$ cat config.mk
export PLATFORM = sky130hd
export DESIGN_NAME = uart_tx_queue
export DESIGN_NICKNAME = d
export VERILOG_FILES = /design/src/rtl/uart_pkg.sv /design/src/rtl/uart_sync_fifo.sv /design/src/rtl/uart_tx_queue.sv
export SDC_FILE = /design/constraint.sdc
export NUM_CORES = 1
export LEC_CHECK = 0
export ABC_AREA = 1
export BUFFER_PORTS_ARGS = -buffer_cell sky130_fd_sc_hd__buf_2
export CAP_MARGIN = 20
export CORE_MARGIN = 2
export CORE_UTILIZATION = 50
export CTS_CLUSTER_SIZE = 16
export DETAILED_ROUTE_END_ITERATION = 8
export PLACE_DENSITY = 0.7
export SYNTH_ARGS = -nofsm -noshare
export SYNTH_HDL_FRONTEND = slang
export SYNTH_SLANG_ARGS = --single-unit
$ cat constraint.sdc
create_clock -name clk -period 2.29 [get_ports clk]
set_input_delay 0.458 -clock clk [delete_from_list [all_inputs] [get_ports clk]]
set_output_delay 0.458 -clock clk [all_outputs]
set_load 0.02 [all_outputs]
$ cat src/rtl/uart_pkg.sv
// Shared types and defaults for the UART transmit-side queue.
// Used by uart_sync_fifo and uart_tx_queue.
package uart_pkg;

  typedef enum logic [1:0] {
    S_IDLE = 2'd0,
    S_ACK  = 2'd1,
    S_DONE = 2'd2
  } txq_state_t;

  localparam int TXQ_DEFAULT_DEPTH = 16;

  localparam logic [15:0] TXQ_OVF_MAX = 16'hFFFF;

  function automatic logic [15:0] sat_inc16(input logic [15:0] v);
    return (v == TXQ_OVF_MAX) ? v : v + 16'd1;
  endfunction

endpackage

$ cat src/rtl/uart_sync_fifo.sv
// Byte FIFO with level tracking. It owns the accept/pop rules, so a write into a
// full queue is still taken when a pop happens on the same cycle.
module uart_sync_fifo
  import uart_pkg::*;
#(
  parameter  int DEPTH = TXQ_DEFAULT_DEPTH,
  localparam int AW    = $clog2(DEPTH)
) (
  input  logic          clk,
  input  logic          rst,
  input  logic          wr_en,
  input  logic [7:0]    wr_data,
  input  logic          flush,
  input  logic          pop_ready,
  output logic [7:0]    rd_data,
  output logic          pop,
  output logic          full,
  output logic          empty,
  output logic [AW:0]   level
);

  logic [7:0]    mem [DEPTH];
  logic [AW-1:0] wr_ptr;
  logic [AW-1:0] rd_ptr;
  logic          wr_ok;

  assign full    = (level == (AW+1)'(DEPTH));
  assign empty   = (level == '0);
  assign pop     = pop_ready && !empty && !flush;
  assign wr_ok   = wr_en && !flush && (!full || pop);
  assign rd_data = mem[rd_ptr];

  // NOTE: storage is deliberately not reset; only the pointers and level define validity.
  always_ff @(posedge clk) begin
    if (wr_ok) mem[wr_ptr] <= wr_data;
  end

  always_ff @(posedge clk) begin
    if (rst || flush) begin
      wr_ptr <= '0;
      rd_ptr <= '0;
      level  <= '0;
    end else begin
      if (wr_ok) wr_ptr <= wr_ptr + 1'b1;
      if (pop)   rd_ptr <= rd_ptr + 1'b1;
      case ({wr_ok, pop})
        2'b10:   level <= level + 1'b1;
        2'b01:   level <= level - 1'b1;
        default: level <= level;
      endcase
    end
  end

endmodule

$ cat src/rtl/uart_tx_queue.sv
// Byte queue plus issue FSM feeding a UART transmitter via tx_start/tx_data/tx_busy.
// Optional dropped-write counter enabled by `UART_TXQ_OVF_CNT_EN.
module uart_tx_queue
  import uart_pkg::*;
#(
  parameter  int DEPTH = TXQ_DEFAULT_DEPTH,
  localparam int AW    = $clog2(DEPTH)
) (
  input  logic          clk,
  input  logic          rst,
  input  logic          wr_en,
  input  logic [7:0]    wr_data,
  input  logic          flush,
  output logic          full,
  output logic          empty,
  output logic [AW:0]   level,
  output logic [15:0]   ovf_count,
  output logic          tx_start,
  output logic [7:0]    tx_data,
  input  logic          tx_busy,
  output logic          idle
);

  txq_state_t state;
  logic [7:0] rd_data;
  logic       pop;
  logic       pop_ready;

  // A byte already on the line (ours or foreign) blocks the next issue.
  assign pop_ready = (state == S_IDLE) && !tx_busy;

  uart_sync_fifo #(.DEPTH(DEPTH)) u_fifo (
    .clk       (clk),
    .rst       (rst),
    .wr_en     (wr_en),
    .wr_data   (wr_data),
    .flush     (flush),
    .pop_ready (pop_ready),
    .rd_data   (rd_data),
    .pop       (pop),
    .full      (full),
    .empty     (empty),
    .level     (level)
  );

  // NOTE: all state and registered outputs use non-blocking assignments so every
  // branch sees the pre-edge values.
  always_ff @(posedge clk) begin
    if (rst) begin
      state    <= S_IDLE;
      tx_start <= 1'b0;
      tx_data  <= 8'h00;
    end else begin
      case (state)
        S_IDLE: begin
          tx_start <= 1'b0;
          if (pop) begin
            tx_data  <= rd_data;
            tx_start <= 1'b1;
            state    <= S_ACK;
          end
        end
        S_ACK: begin
          tx_start <= 1'b0;
          if (tx_busy) state <= S_DONE;
        end
        S_DONE: begin
          tx_start <= 1'b0;
          if (!tx_busy) state <= S_IDLE;
        end
        default: begin
          tx_start <= 1'b0;
          state    <= S_IDLE;
        end
      endcase
    end
  end

  assign idle = empty && (state == S_IDLE) && !tx_busy;

`ifdef UART_TXQ_OVF_CNT_EN
  logic [15:0] ovf_q;
  logic        wr_drop;

  // Flush-time writes are discarded on purpose and are not overflows.
  assign wr_drop = wr_en && !flush && full && !pop;

  always_ff @(posedge clk) begin
    if (rst)          ovf_q <= 16'h0000;
    else if (wr_drop) ovf_q <= sat_inc16(ovf_q);
  end

  assign ovf_count = ovf_q;
`else
  assign ovf_count = 16'h0000;
`endif

endmodule

==> results by group, run 1 <==
Synthesis
  – Yosys reg bits: 152
  – Register area share after synthesis: 62.94%
  – YS warnings: 0
  – Synth cell types: 33
  – Cell Area, Synth: 0.006870 sq mm
  – Synthesized instance count: roughly 700
  – Mean cell area of the mapped netlist: 9.745 sq um

Worst setup path
  – CP Capture Type: flip-flop
  – Critical Path Fanout Max: 5
  – Setup CP Type: reg -> reg
  – CP Launch Type: flip-flop
  – CP required: 2.63 ns
  – Critical path arrival: 2.48 ns

Hold path
  – Worst Hold Class: in -> reg

Detailed routing
  – Iteration-0 DRC Markers: 565
  – ANT nets after route: 0
  – Via density: roughly 5.1
  – WL per Instance: 16.23 microns
  – DRC: 0
  – Pre-antenna DRT Iters: 6
  – DR vias: 4856
  – WL final: 15.31 mm

Global route
  – Initial antenna violation count: 0
  – First-pass GRT wire length: 24.72 mm
  – GRT Overall Usage: between 20 and 25%
  – Largest net degree at the start of global routing: 68
  – Vias in the first global route: 4775
  – Global route overflow: 0

STA
  – Final hold vios: 0
  – Min cycle time layout: 2.140 ns
  – Final setup vio count: 0
  – Hold Slack: 0.2441 ns
  – Fmax: roughly 470 MHz
  – Slew margin rel.: 52.20%
  – Pin slew with the least headroom to its limit: 0.7170 ns
  – Layout Skew: about 0.0059 ns
  – Final Cycle Share: 93.45%
  – Final slew viol count: 0

Clocking
  – Clock root buffer: clkbuf_16
  – Clock transition at path regs: 0.06 ns
  – Clock H-tree levels: 4
  – Max clock buf depth: 2
  – CTS hold repair buffers: 0
  – Clk_lat worst skew: 0.42 ns
  – TritonCTS Sinks: 152
  – Setup Buffers After CTS: 0
  – CTS tree: yes
  – Total CTS buffers: 17

Final layout
  – N_diodes: 0
  – Fin util: between 50% and 60%
  – Area Growth Syn to Fin: 14.95%
  – Most frequent cells in the layout: nand2_1, edfxtp_1, inv_1, nand3_1, buf_2
  – Share of layout cells above drive strength 1: 13.95%
  – # fillers: around 1100
  – Non-Filler Instances: 943
  – Most common cell after layout, fill and taps aside: nand2_1
  – Nets@finish: 776

Floorplan
  – Full die area: 0.01469 sq mm
  – Io pins: 46
  – CORE AREA: 0.01335 sq mm
  – Num rows: 42
  – Die Ht: 121.2 microns
  – Die width: ~120 microns
  – Starting density of the core: between 50 and 60%

Pwr
  – Worst VDD drop: slightly above 500 uV
  – Overall Power: about 6300 uW
  – Lkg Pwr: about 0.0034 uW
  – Pwr per Cell Area: 794.8 mW/mm^2

Status
  – Status: finished clean

Placement
  – GP Congestion: ~0.9
  – Dpl hpwl: around 9.7 mm
  – Buffers on Ports: 29
  – Placed insts: 911

Job
  – Max cap viols: 0
[cells in the mapped netlist]
library cell	instances	area (sq um)
buf_2	12	60.06
clkinv_1	2	7.510
buf_4	22	165.2
nand2_4	1	11.26
nor2_1	22	82.58
xor2_1	7	61.31
a21oi_1	13	65.06
or3b_2	1	8.760
nand2_2	5	31.28
nand3b_1	1	7.510
a21boi_0	1	7.510
buf_1	2	7.510
o21bai_1	1	7.510
or2_0	1	6.260
inv_2	1	3.750
ha_1	9	112.6
nand3_1	96	480.5
inv_4	1	6.260
edfxtp_1	128	3844
o21ai_0	5	25.02
buf_6	3	33.78
nor3_1	2	10.01
nand4_1	1	6.260
nor2_2	1	6.260
inv_1	96	360.4
nor2_4	1	11.26
nand2_1	231	867.1
dfxtp_1	24	480.5
conb_1	1	3.750
xnor2_1	1	8.760
clkbuf_1	4	15.01
or2_2	1	6.260
o21a_1	8	60.06
[timing repair]
item                                    CTS  global route
resized for setup                         1             6
endpoints found under the setup margin    1             2
pin swaps                                 0             1
[cell families after synthesis]
| logic type | synth area share (%) |
|---|---|
| AO/OA/AOI/OAI | 2.404 |
| XOR/XNOR | 1.020 |
| adder cells (fa/ha/maj) | 1.639 |
| buffers and inverters | 9.598 |
| flip-flops | 62.94 |
| other | 0.05458 |
| AND/OR/NAND/NOR | 22.35 |
[path summary, 6_finish.rpt]
kind | from | end | slack (ns) | depth (start not counted)
worst max register to register | state[1] | u_fifo.level[4] | 0.15 | 15
worst max-delay path | state[1] | u_fifo.level[4] | 0.15 | 15
worst min register to register | state[1] | state[1] | 0.50 | 2
worst min-delay path | rst | state[0] | 0.24 | 2
[where the power goes]
group | total, uW | leakage [uW] | switching (uW) | internal (uW)
clock | 2910 | 0.000309 | 1030 | 1880
sequential | 3040 | 0.00135 | 12.6 | 3020
combinational | 331 | 0.00177 | 240 | 90.6
[final cells by class]
| cell class | count | area [sq um] | area share [%] |
|---|---|---|---|
| flip-flops and latches | 152 | 4328 | 54.80 |
| multi-input cells | 425 | 1968 | 24.92 |
| clock buffers | 25 | 515.5 | 6.527 |
| inverters | 100 | 377.9 | 4.785 |
| repair buffers | 58 | 375.4 | 4.753 |
| well taps | 176 | 220.2 | 2.788 |
| clock inverters | 7 | 112.6 | 1.426 |
[critical path, stage by stage (launching register included)]
cell and delay, ns:
dfxtp_1 0.32, or2_0 0.23, nor2_2 0.13, nand2_2 0.10, nor2_4 0.12, ha_4 0.19
xor2_2 0.18, ha_1 0.18, inv_1 0.04, nand2_1 0.10, nand3_1 0.11, nand2_1 0.07
nand2_1 0.04, nand2_1 0.05, nand2_1 0.04, a21oi_1 0.13
[through the flow]
| stage | TNS [ns] | instance area [sq um] | setup slack [ns] |
|---|---|---|---|
| finish | 0 | 7898 | 0.1500 |
| global route | -0.008571 | 7898 | -0.008571 |
| CTS | 0 | 7875 | 0.04365 |
| detailed placement | -0.04830 | 7244 | -0.04830 |
| global placement | 0 | 7244 | 0.1331 |
| floorplan | 0 | 6929 | 0.004314 |
[routing by layer]
metal	vias up	global-route usage [%]	routed length, microns
li1	2335	-	-
met1	2266	30.48	6557
met2	218	35.29	7241
met3	37	4.135	1151
met4	0	9.124	357
met5	-	0	0
[sequential cells by signal (all words and copies together), names as in the netlist]
| signal | flops |
|---|---|
| u_fifo.level | 5 |
| tx_data | 8 |
| u_fifo.wr_ptr | 4 |
| tx_start | 1 |
| u_fifo.mem | 128 |
| state | 2 |
| u_fifo.rd_ptr | 4 |
No activity file was read; power rests on OpenSTA's default activity.
==> run 2: changes to the inputs <==
BUFFER_PORTS_ARGS = unset   (was -buffer_cell sky130_fd_sc_hd__buf_2)
DONT_BUFFER_PORTS = 1   (was unset)
PLACE_DENSITY = 0.68   (was 0.7)
==> results by group, run 2 (synthesis gave the netlist of run 1 again) <==
Final layout
  – Multi-input logic area: 0.001956 sq mm (was 0.001968 sq mm)
  – Most frequent cells in the layout: nand2_1, edfxtp_1, inv_1, nand3_1, buf_4 (was nand2_1, edfxtp_1, inv_1, nand3_1, buf_2)
  – Share of layout cells above drive strength 1: 11.39% (was 13.95%)
  – Largest reg by FF count: u_fifo.mem (unchanged)
  – # fillers: 1073 (was 1074)
  – Non-Filler Instances: 922 (was 943)
  – Area Growth Syn to Fin: 14.57% (was 14.95%)
  – Largest regs: u_fifo.mem x128, tx_data x8, u_fifo.level x5 (unchanged)
  – Fin util: 58.97% (was 59.17%)
  – Register area: 0.004325 sq mm (was 0.004328 sq mm)
  – Nets@finish: 755 (was 776)
  – Most common cell after layout, fill and taps aside: nand2_1 (unchanged)
  – N_diodes: 0 (unchanged)
  – Number of flip-flops in the largest register: 128 (unchanged)

Clocking
  – CTS tree: yes (unchanged)
  – TritonCTS Sinks: 152 (unchanged)
  – Clock transition at path regs: 0.06 ns (about the same)
  – Clock H-tree levels: 4 (unchanged)
  – Total CTS buffers: 17 (unchanged)
  – Max clock buf depth: 2 (unchanged)
  – Setup Buffers After CTS: 0 (unchanged)
  – Clk_lat worst skew: 0.43 ns (was 0.42 ns)
  – CTS hold repair buffers: 0 (unchanged)
  – Clock root buffer: clkbuf_16 (unchanged)

Floorplan
  – CORE AREA: 0.01335 sq mm (unchanged)
  – Io pins: 46 (unchanged)
  – Num rows: 42 (unchanged)
  – Starting density of the core: 51.47% (unchanged)
  – Full die area: 0.01469 sq mm (unchanged)
  – Die width: 121.2 microns (unchanged)
  – Die Ht: 121.2 microns (unchanged)

STA
  – RSZ-0062 raised after global routing: no
  – Final setup vio count: 0 (unchanged)
  – Layout Skew: 0.01027 ns (was 0.005899 ns)
  – Setup TNS: 0 ns (unchanged)
  – Pin slew with the least headroom to its limit: 0.6203 ns (was 0.7170 ns)
  – Hold Slack: 0.09843 ns (was 0.2441 ns)
  – Slew margin rel.: 58.60% (was 52.20%)
  – Final slew viol count: 0 (unchanged)
  – Final Cycle Share: 91.83% (was 93.45%)
  – Fmax: 475.5 MHz (was 467.3 MHz)
  – Final hold vios: 0 (unchanged)
  – Final worst slack: 0.1871 ns (was 0.1500 ns)
  – Min cycle time layout: 2.103 ns (was 2.140 ns)

Pwr
  – Worst VDD drop: 493.2 uV (was 505.1 uV)
  – Pwr per Cell Area: 828.9 mW/mm^2 (was 794.8 mW/mm^2)
  – Clock share of power: 49.5% (was 46.4%)
  – Sw frac: 20.76% (was 20.41%)
  – P_int: 5170 uW (was 4996 uW)
  – Power share of the combinational group: 3.9% (was 5.3%)
  – Sequential share of power: 46.7% (was 48.4%)
  – Lkg Pwr: 0.003365 uW (was 0.003432 uW)
  – Net Switching: 1354 uW (was 1281 uW)

Global route
  – GRT Overall Usage: 21.96% (was 22.29%)
  – Initial antenna violation count: 0 (unchanged)
  – First-pass GRT wire length: 23.96 mm (was 24.72 mm)
  – Largest net degree at the start of global routing: 68 (unchanged)
  – Global route overflow: 0 (unchanged)
  – Vias in the first global route: 4530 (was 4775)

Hold path
  – Worst Hold Class: in -> reg (unchanged)

Placement
  – Buffers on Ports: 0 (was 29)
  – Placed insts: 890 (was 911)
  – Dpl hpwl: 9.445 mm (was 9.662 mm)
  – GP Congestion: 0.8831 (was 0.8996)
  – Pre-CTS worst setup slack: 0.1334 ns (was -0.04830 ns)

Worst setup path
  – CP Launch Type: flip-flop (unchanged)
  – CP required: 2.64 ns (was 2.63 ns)
  – Critical path arrival: 2.45 ns (was 2.48 ns)
  – Critical Path Fanout Max: 5 (unchanged)
  – Setup CP Type: reg -> reg (unchanged)
  – R2R Setup Slk: 0.19 ns (was 0.15 ns)
  – CP Capture Type: flip-flop (unchanged)

Detailed routing
  – Via density: 5.183 (was 5.150)
  – DRC: 0 (unchanged)
  – WL per Instance: 16.26 microns (was 16.23 microns)
  – ANT nets after route: 0 (unchanged)
  – Iteration-0 DRC Markers: 524 (was 565)
  – DR vias: 4779 (was 4856)
  – WL final: 14.99 mm (was 15.31 mm)
  – Pre-antenna DRT Iters: 5 (was 6)

Job
  – Max cap viols: 0 (unchanged)

Status
  – Status: finished clean (unchanged)
run 2: cell count changes in the layout (fill, tap and decap cells not counted), moves of 2 or more:
cell       change
buf_4          +7
inv_8          +2
clkbuf_1       -2
clkbuf_8       -6
inv_6          +3
bufinv_16      +3
buf_2         -29
dfxtp_1        +2
clkinv_4       +4
clkinv_2       -3
dfxtp_2        -2
run 2: routing by layer:
layer	vias to the layer above	wire (microns)	global-route usage, %
li1	2295	-	-
met1	2230	6374	30.43
met2	228	6872	33.78
met3	26	1390	4.793
met4	0	352	8.908
met5	-	0	0
run 2: layout make-up:
type	count	area share [%]
clock buffer	17	5.405
clock inverter	15	3.354
inverter	100	4.801
multi-input combinational	425	24.85
sequential	152	54.95
tap	176	2.798
timing repair buffer	37	3.847
run 2: critical path, stage by stage (launching register included):
cell and delay (ns):
dfxtp_1 0.32, or2_0 0.23, nor2_2 0.13, inv_1 0.07, nand2_1 0.10, nand2_4 0.06, ha_2 0.22, ha_1 0.33
inv_1 0.06, o21bai_1 0.13, inv_1 0.07, nand2_1 0.07, nand2_1 0.04, nand2_1 0.05, nand2_1 0.04, a21oi_1 0.10
run 2: worst paths after layout:
path,from,to,depth (start not counted)
worst max-delay path,state[1],u_fifo.level[4],15
worst min-delay path,rst,state[0],1
worst max register to register,state[1],u_fifo.level[4],15
worst min register to register,u_fifo.level[1],u_fifo.level[1],2
run 2: what timing repair did:
item | in CTS | in global routing
endpoints found under the setup margin | 0 | 2
resized for setup | 0 | 2
endpoints found under the hold margin | 0 | 0
run 2: stage by stage:
| step | cell area [sq um] | power (uW) |
|---|---|---|
| 3_5_place_dp | 7172 | 3352 |
| 3_3_place_gp | 7172 | 3348 |
| 2_1_floorplan | 6929 | 3314 |
| 4_1_cts | 7861 | 6572 |
| 6_report | 7871 | 6524 |
| 5_1_grt | 7871 | 6707 |
run 2: power by group through the flow:
stage               sequential (uW)  combinational [uW]  clock (uW)
floorplan                      3110                 205           0
global placement               3100                 244           0
detailed placement             3100                 248           0
CTS                            3050                 249        3280
global route                   3050                 281        3380
finish                         3040                 251        3230
